## config.mk

```make
export PLATFORM = sky130hd
export DESIGN_NAME = mem_arbiter_flat
export DESIGN_NICKNAME = d
export VERILOG_FILES = /design/src/rtl/mem_arbiter_if.sv /design/src/rtl/mem_arbiter.sv /design/src/flat_wrapper.sv
export SDC_FILE = /design/constraint.sdc
export NUM_CORES = 1
export LEC_CHECK = 0
export CAP_MARGIN = 0
export CORE_AREA = 2 2 101 151
export CTS_BUF_LIST = sky130_fd_sc_hd__clkbuf_8 sky130_fd_sc_hd__clkbuf_16
export DETAILED_ROUTE_END_ITERATION = 10
export DIE_AREA = 0 0 103 153
export PLACE_DENSITY_LB_ADDON = 0.1
export SLEW_MARGIN = 20
export SYNTH_ARGS = -nofsm -noshare
export SYNTH_HDL_FRONTEND = slang
export SYNTH_SLANG_ARGS = --single-unit
export TNS_END_PERCENT = 50
```

## constraint.sdc

```tcl
create_clock -name clk -period 4.75 [get_ports clk]
set_input_delay 0.475 -clock clk [delete_from_list [all_inputs] [get_ports clk]]
set_output_delay 0.475 -clock clk [all_outputs]
set_load 0.1 [all_outputs]
```

## src/rtl/mem_arbiter_if.sv

```systemverilog
// rtl/mem_arbiter_if.sv - fetch/data client and shared memory port bundle for mem_arbiter
interface mem_arbiter_if #(
    parameter int AW = 32,
    parameter int DW = 32
);
    logic          if_req;
    logic [AW-1:0] if_addr;
    logic          if_flush;
    logic [DW-1:0] if_rdata;
    logic          if_ack;

    logic          d_req;
    logic          d_wr;
    logic [AW-1:0] d_addr;
    logic [DW-1:0] d_wdata;
    logic [2:0]    d_mask;
    logic [DW-1:0] d_rdata;
    logic          d_ack;

    logic          mem_req;
    logic          mem_wr;
    logic [AW-1:0] mem_addr;
    logic [DW-1:0] mem_wdata;
    logic [2:0]    mem_mask;
    logic [DW-1:0] mem_rdata;
    logic          mem_ready;

    logic          stall_if;
    logic          stall_d;
    logic          owner_d;

    // Arbiter side.
    modport slave (
        input  if_req, if_addr, if_flush,
        output if_rdata, if_ack,
        input  d_req, d_wr, d_addr, d_wdata, d_mask,
        output d_rdata, d_ack,
        output mem_req, mem_wr, mem_addr, mem_wdata, mem_mask,
        input  mem_rdata, mem_ready,
        output stall_if, stall_d, owner_d
    );

    // Pipeline clients and memory side.
    modport master (
        output if_req, if_addr, if_flush,
        input  if_rdata, if_ack,
        output d_req, d_wr, d_addr, d_wdata, d_mask,
        input  d_rdata, d_ack,
        input  mem_req, mem_wr, mem_addr, mem_wdata, mem_mask,
        output mem_rdata, mem_ready,
        input  stall_if, stall_d, owner_d
    );
endinterface

```

## src/rtl/mem_arbiter.sv

```systemverilog
// rtl/mem_arbiter.sv - two-client (fetch/data) arbiter onto one shared memory port
module mem_arbiter #(
    parameter int AW         = 32,
    parameter int DW         = 32,
    parameter int STARVE_MAX = 4
) (
    input  logic          clk,
    input  logic          rst,
    mem_arbiter_if.slave  bus
);
    localparam int SW = $clog2(STARVE_MAX + 1);
    localparam logic [SW-1:0] STARVE_LIM = SW'(STARVE_MAX);

    typedef enum logic [1:0] {IDLE, BUSY_IF, BUSY_D, DONE} state_t;

    state_t        state_q, state_d;
    logic [SW-1:0] starve_q, starve_d;
    logic          drop_q, drop_d;
    logic          last_d_q, last_d_d;
    logic          if_ack_q, if_ack_d;
    logic          d_ack_q, d_ack_d;
    logic          mem_wr_q, mem_wr_d;
    logic [AW-1:0] mem_addr_q, mem_addr_d;
    logic [DW-1:0] mem_wdata_q, mem_wdata_d;
    logic [2:0]    mem_mask_q, mem_mask_d;
    logic [DW-1:0] if_rdata_q, if_rdata_d;
    logic [DW-1:0] d_rdata_q, d_rdata_d;

    always_ff @(posedge clk or posedge rst) begin
        if (rst) begin
            state_q     <= IDLE;
            starve_q    <= '0;
            drop_q      <= 1'b0;
            last_d_q    <= 1'b0;
            if_ack_q    <= 1'b0;
            d_ack_q     <= 1'b0;
            mem_wr_q    <= 1'b0;
            mem_addr_q  <= '0;
            mem_wdata_q <= '0;
            mem_mask_q  <= '0;
            if_rdata_q  <= '0;
            d_rdata_q   <= '0;
        end else begin
            state_q     <= state_d;
            starve_q    <= starve_d;
            drop_q      <= drop_d;
            last_d_q    <= last_d_d;
            if_ack_q    <= if_ack_d;
            d_ack_q     <= d_ack_d;
            mem_wr_q    <= mem_wr_d;
            mem_addr_q  <= mem_addr_d;
            mem_wdata_q <= mem_wdata_d;
            mem_mask_q  <= mem_mask_d;
            if_rdata_q  <= if_rdata_d;
            d_rdata_q   <= d_rdata_d;
        end
    end

    always_comb begin
        state_d     = state_q;
        starve_d    = starve_q;
        drop_d      = drop_q;
        last_d_d    = last_d_q;
        if_ack_d    = 1'b0;
        d_ack_d     = 1'b0;
        mem_wr_d    = mem_wr_q;
        mem_addr_d  = mem_addr_q;
        mem_wdata_d = mem_wdata_q;
        mem_mask_d  = mem_mask_q;
        if_rdata_d  = if_rdata_q;
        d_rdata_d   = d_rdata_q;

        case (state_q)
            IDLE: begin
                drop_d = 1'b0;
                // Data wins unless the fetch side has already waited out STARVE_MAX data grants.
                if (bus.if_req && (!bus.d_req || starve_q == STARVE_LIM)) begin
                    state_d     = BUSY_IF;
                    starve_d    = '0;
                    last_d_d    = 1'b0;
                    mem_wr_d    = 1'b0;
                    mem_addr_d  = bus.if_addr;
                    mem_wdata_d = '0;
                    mem_mask_d  = 3'b010;
                end else if (bus.d_req) begin
                    state_d     = BUSY_D;
                    last_d_d    = 1'b1;
                    mem_wr_d    = bus.d_wr;
                    mem_addr_d  = bus.d_addr;
                    mem_wdata_d = bus.d_wdata;
                    mem_mask_d  = bus.d_mask;
                    if (bus.if_req && starve_q != STARVE_LIM) begin
                        starve_d = starve_q + 1'b1;
                    end
                end
            end
            BUSY_IF: begin
                if (bus.if_flush) begin
                    drop_d = 1'b1;
                end
                if (bus.mem_ready) begin
                    state_d = DONE;
                    if (!(bus.if_flush || drop_q)) begin
                        if_ack_d   = 1'b1;
                        if_rdata_d = bus.mem_rdata;
                    end
                end
            end
            BUSY_D: begin
                if (bus.mem_ready) begin
                    state_d = DONE;
                    d_ack_d = 1'b1;
                    if (!mem_wr_q) begin
                        d_rdata_d = bus.mem_rdata;
                    end
                end
            end
            DONE: begin
                state_d = IDLE;
                drop_d  = 1'b0;
            end
            default: state_d = IDLE;
        endcase
    end

    assign bus.mem_req   = (state_q == BUSY_IF) || (state_q == BUSY_D);
    assign bus.mem_wr    = mem_wr_q;
    assign bus.mem_addr  = mem_addr_q;
    assign bus.mem_wdata = mem_wdata_q;
    assign bus.mem_mask  = mem_mask_q;
    assign bus.if_rdata  = if_rdata_q;
    assign bus.if_ack    = if_ack_q;
    assign bus.d_rdata   = d_rdata_q;
    assign bus.d_ack     = d_ack_q;
    assign bus.owner_d   = (state_q == BUSY_D) || (state_q == DONE && last_d_q);
    assign bus.stall_if  = bus.if_req & ~if_ack_q;
    assign bus.stall_d   = bus.d_req & ~d_ack_q;
endmodule
```

## src/flat_wrapper.sv

```systemverilog
// flat-port wrapper written by rule: the top's interface ports become plain ports
module mem_arbiter_flat 
#(
    parameter int AW         = 32,
    parameter int DW         = 32,
    parameter int STARVE_MAX = 4
)
  (clk, rst, bus_if_req, bus_if_addr, bus_if_flush, bus_if_rdata, bus_if_ack, bus_d_req, bus_d_wr, bus_d_addr, bus_d_wdata, bus_d_mask, bus_d_rdata, bus_d_ack, bus_mem_req, bus_mem_wr, bus_mem_addr, bus_mem_wdata, bus_mem_mask, bus_mem_rdata, bus_mem_ready, bus_stall_if, bus_stall_d, bus_owner_d);
  mem_arbiter_if #(.AW(AW), .DW(DW)) bus_i ();
  input  logic clk;
  input  logic rst;
  input wire logic [$bits(bus_i.if_req)-1:0] bus_if_req;
  input wire logic [$bits(bus_i.if_addr)-1:0] bus_if_addr;
  input wire logic [$bits(bus_i.if_flush)-1:0] bus_if_flush;
  output wire logic [$bits(bus_i.if_rdata)-1:0] bus_if_rdata;
  output wire logic [$bits(bus_i.if_ack)-1:0] bus_if_ack;
  input wire logic [$bits(bus_i.d_req)-1:0] bus_d_req;
  input wire logic [$bits(bus_i.d_wr)-1:0] bus_d_wr;
  input wire logic [$bits(bus_i.d_addr)-1:0] bus_d_addr;
  input wire logic [$bits(bus_i.d_wdata)-1:0] bus_d_wdata;
  input wire logic [$bits(bus_i.d_mask)-1:0] bus_d_mask;
  output wire logic [$bits(bus_i.d_rdata)-1:0] bus_d_rdata;
  output wire logic [$bits(bus_i.d_ack)-1:0] bus_d_ack;
  output wire logic [$bits(bus_i.mem_req)-1:0] bus_mem_req;
  output wire logic [$bits(bus_i.mem_wr)-1:0] bus_mem_wr;
  output wire logic [$bits(bus_i.mem_addr)-1:0] bus_mem_addr;
  output wire logic [$bits(bus_i.mem_wdata)-1:0] bus_mem_wdata;
  output wire logic [$bits(bus_i.mem_mask)-1:0] bus_mem_mask;
  input wire logic [$bits(bus_i.mem_rdata)-1:0] bus_mem_rdata;
  input wire logic [$bits(bus_i.mem_ready)-1:0] bus_mem_ready;
  output wire logic [$bits(bus_i.stall_if)-1:0] bus_stall_if;
  output wire logic [$bits(bus_i.stall_d)-1:0] bus_stall_d;
  output wire logic [$bits(bus_i.owner_d)-1:0] bus_owner_d;
  assign bus_i.if_req = bus_if_req;
  assign bus_i.if_addr = bus_if_addr;
  assign bus_i.if_flush = bus_if_flush;
  assign bus_if_rdata = bus_i.if_rdata;
  assign bus_if_ack = bus_i.if_ack;
  assign bus_i.d_req = bus_d_req;
  assign bus_i.d_wr = bus_d_wr;
  assign bus_i.d_addr = bus_d_addr;
  assign bus_i.d_wdata = bus_d_wdata;
  assign bus_i.d_mask = bus_d_mask;
  assign bus_d_rdata = bus_i.d_rdata;
  assign bus_d_ack = bus_i.d_ack;
  assign bus_mem_req = bus_i.mem_req;
  assign bus_mem_wr = bus_i.mem_wr;
  assign bus_mem_addr = bus_i.mem_addr;
  assign bus_mem_wdata = bus_i.mem_wdata;
  assign bus_mem_mask = bus_i.mem_mask;
  assign bus_i.mem_rdata = bus_mem_rdata;
  assign bus_i.mem_ready = bus_mem_ready;
  assign bus_stall_if = bus_i.stall_if;
  assign bus_stall_d = bus_i.stall_d;
  assign bus_owner_d = bus_i.owner_d;
  mem_arbiter #(.AW(AW), .DW(DW), .STARVE_MAX(STARVE_MAX)) u_core (.clk(clk), .rst(rst), .bus(bus_i));
endmodule
```

# Yosys cells after proc, flatten, opt, wreduce, memory -nomap -nowiden
# Cells that the tools add are included.
# W data, S select, Z words.
# classes
add_sub_neg	1
n_eq_ne	8
mux	24
bitwise	6
reduce_logical	20
# ops
op	count
$mux W32	4
$mux W3	5
$mux W1	10
$reduce_and A3 Y1	3
$mux W2	3
$pmux W2 S3	1
$reduce_and A2 Y1	3
$reduce_bool A2 Y1	3
$eq A2 B2 Y1 const B	2
$logic_or A1 B1 Y1	4
$not A1 Y1	4
$reduce_or A2 Y1	2
$add A3 B1 Y3 const B	1
$eq A3 B3 Y1 const B	1
$logic_and A1 B1 Y1	3
$ne A3 B2 Y1 const B	1
$ne A3 B3 Y1 const B	1
$and A1 B1 Y1	2
$eq A2 B1 Y1 const B	1
$logic_not A2 Y1	1
$ne A2 B1 Y1 const B	1
$ne A2 B2 Y1 const B	1
$pmux W1 S2	1
$logic_not A1 Y1	1
# word_totals
reg_bits	141
inputBits	138
out_inout_bits	138
wordCells	71

# Logic depth before layout (Yosys ltp)
# depth
word_depth	5
mapped_depth	8
ltp_nobuf	5

# Worst setup path before layout
# Ideal clock, no wire load.
# synth_path
path_kind	input to output
startpoint	input port bus_if_req
endpoint	output port bus_stall_if
arrival_time_ps	2400
t_required_ps	4275
setup_slack_ps	1875
cell_stages	3
path_buffers	2
cell_sequence	clkbuf_1 clkbuf_1 nor2b_1
# synth_between
elab_chain_len	1
# synth_rtl
element	line_no	source
start: declaration	flat_wrapper.sv:12	input wire logic [$bits(bus_i.if_req)-1:0] bus_if_req;
$and A1 B1 Y1	mem_arbiter.sv:136	assign bus.stall_if = bus.if_req & ~if_ack_q;
end: declaration	flat_wrapper.sv:31	output wire logic [$bits(bus_i.stall_if)-1:0] bus_stall_if;
# No other way between the ends.

# Worst setup path in the final report
# layout_path
startpoint	input port bus_d_req
endpoint	output port bus_stall_d
# layout_between
elab_chain_len	1
# layout_rtl
element	line_no	source
start: declaration	flat_wrapper.sv:17	input wire logic [$bits(bus_i.d_req)-1:0] bus_d_req;
$and A1 B1 Y1	mem_arbiter.sv:137	assign bus.stall_d = bus.d_req & ~d_ack_q;
end: declaration	flat_wrapper.sv:32	output wire logic [$bits(bus_i.stall_d)-1:0] bus_stall_d;
# No other way between the ends.

==> results.yml <==
run_status:
  status: "completed"
clocking:
  cts.sinks: 141
  clk_latency_ps: 410
  clk_pin_slew_ps: 60
  postCtsSetupRepairBufs: 0
  cts.htree.levels: 4
  root_buffer: "clkbuf_16"
  cts_buffers: 17
  clk_path_buf_depth: 2
  cts_tree: "done"
  ctsHoldBuffers: 0
  cts.repair.resized: 0
worst_setup_path:
  r2r-end: "u_core.bus.mem_addr[21]"
  path_class: "in -> out"
  arrival_ps: 2460
  r2r-start: "u_core.state_q[0]"
  crit_required_ps: 4280
  rrSetupSlack_ps: 2550
  cp_max_fo: 5
  startpoint_type: "input pin"
  ff2ff_path_depth: 7
  cp-end-kind: "primary output"
detailed_routing:
  drt-wirelength-per-cell_um: 17.82
  vias: 5090
  postRouteAntennaNets: 0
  drc: 0
  first_pass_iters: 5
  drt_iter0_markers: 211
  drt-total-wl_mm: 17.79
  vias_per_cell: 5.100
floorplan:
  die_area_um2: 15760
  core_um2: 14460
  die_w_um: 103
  start_util_pct: 41.28
  fp-row-count: 54
  die_h_um: 153
  pin_count: 276
synthesis:
  synth-seq-cells: 141
  ys_types: 33
  syn_area_per_cell_um2: 11.30
  ys_warn_count: 0
  synth_area_um2: 5968
  synth_nets: 673
  synth_seq_area_share_pct: 59.12
  synthArstFlopShare_pct: 100.0
  synth_edf_count: 0
  synth_flop_cell: "dfrtp_1"
  syn_inst: 528
worst_hold_path:
  hold_start: "u_core.bus.mem_wdata[8]"
  min_path_cells: 2
  min_to: "u_core.bus.mem_wdata[8]"
  hp-class: "reg -> reg"
place:
  gp_congestion: 0.7880
  dp_cells: 967
  port_buffers: 275
  hpwl_mm: 12.49
final_layout:
  drive_gt1_share_pct: 15.46
  layout.cells.non_filler: 998
  n_antenna_cell: 0
  fin_nets: 935
  area_growth_pct: 58.70
  fin_util_pct: 65.51
global_route:
  grt_pass1_vias: 5490
  grt_max_degree: 115
  grt_pass1_wl_mm: 27.79
  antenna_found_initial: 0
  gr-total-overflow: 0
  grt_util_all_layers_pct: 23.04
flow_run:
  cap_violations: 0
sta:
  fin_crit_sh_pct: 61.79
  setup-tns-final_ps: 0
  relSlewSlack_pct: 29.00
  grt_setup_unrepaired: "no"
  slew_viol_final: 0
  worstMarginPinSlew_ps: 1062
  finalHoldViolations: 0
  min_period_ps: 2935
  max_freq_ghz: 0.3407
  setup_viol: 0
  finClkSkew_ps: 8.874
synthesized netlist by cell type, types with 3 or more instances:
| cell type | n | share of area, % |
|---|---|---|
| buf_2 | 9 | 0.75 |
| ha_1 | 7 | 1.5 |
| o21ai_0 | 33 | 2.8 |
| buf_6 | 3 | 0.57 |
| clkbuf_1 | 27 | 1.7 |
| o211ai_1 | 18 | 2.3 |
| o211ai_2 | 14 | 2.9 |
| inv_1 | 6 | 0.38 |
| a21o_1 | 3 | 0.38 |
| o21ai_1 | 7 | 0.59 |
| dfrtp_1 | 141 | 59 |
| mux2_2 | 64 | 12 |
| nor2b_1 | 3 | 0.31 |
| nand2_1 | 138 | 8.7 |
| nand4_1 | 32 | 3.4 |
stage by stage:
stage          setup slack [ps]  cell area, um^2  hold WS, ps
2_1_floorplan             493.8             5968        456.3
3_3_place_gp               1846             8874        461.1
3_5_place_dp               1816             8874        468.9
4_1_cts                    1812             9463        482.6
5_1_grt                    1756             9472        511.9
6_report                   1815             9472        475.3
registers in the layout, summed over array words and instances, names as in the netlist:
| signal | cells |
|---|---|
| u_core.bus.d_ack | 1 |
| u_core.bus.d_rdata | 32 |
| u_core.bus.if_ack | 1 |
| u_core.bus.if_rdata | 32 |
| u_core.bus.mem_addr | 32 |
| u_core.bus.mem_mask | 3 |
| u_core.bus.mem_wdata | 32 |
| u_core.bus.mem_wr | 1 |
| u_core.drop_q | 1 |
| u_core.last_d_q | 1 |
| u_core.starve_q | 3 |
| u_core.state_q | 2 |
kinds of logic (layout without fill, tap and decap cells):
logic type	after synthesis	count (layout)	synth area share [%]
simple gates	183	183	13.40
buf+inv	48	322	3.710
fa+ha+maj	7	7	1.467
flops	141	141	59.12
compound gates	83	83	9.874
mux	66	66	12.43
worst max path at each step:
stage,start,endpoint,slack [ps],depth (start not counted)
after floorplan,rst,u_core.bus.d_ack,490,1
after global placement,bus_d_req,bus_stall_d,1850,3
after detailed placement,bus_d_req,bus_stall_d,1820,3
after CTS,bus_d_req,bus_stall_d,1810,3
after global routing,bus_d_req,bus_stall_d,1760,3
final,bus_d_req,bus_stall_d,1820,3
metal layers:
layer / track usage (%) / wire, um / vias to the layer above
met1: 24.29 / 6442 / 2490
li1: - / - / 2344
met2: 40.79 / 9273 / 230
met5: 0 / 0 / -
met3: 9.008 / 1633 / 26
met4: 8.020 / 436 / 0
placed cells by master, fill, tap and decap left out, drive strengths merged, types with 2 or more instances in the layout:
master | Yosys | routed
a21o | 3 | 3
a21oi | 2 | 2
a31oi | 2 | 2
and2 | 2 | 2
buf | 15 | 11
bufinv | 0 | 3
clkbuf | 27 | 18
clkdlybuf4s50 | 0 | 274
clkinv | 0 | 5
clkinvlp | 0 | 2
dfrtp | 141 | 141
ha | 7 | 7
inv | 6 | 9
mux2 | 65 | 65
nand2 | 138 | 138
nand4 | 32 | 32
nor2 | 2 | 2
nor2b | 3 | 3
o211ai | 32 | 32
o21ai | 40 | 40
worst max-delay path: stages:
cell and delay [ps]:
clkdlybuf4s50_1 640, nor2b_1 190, clkdlybuf4s50_1 1150
area by class of cell:
class / count / area [um^2]
repair buffers: 285 / 2825
inverters: 6 / 30.03
clock buffers: 18 / 439.2
well taps: 196 / 245.2
fillers: 1204 / 4987
flip-flops and latches: 141 / 3528
multi-input cells: 339 / 2253
clock inverters: 13 / 150.1
Power is left out: the tool's default activity adds up to more than one toggle a clock period on the data nets, which glitch-free logic cannot reach.
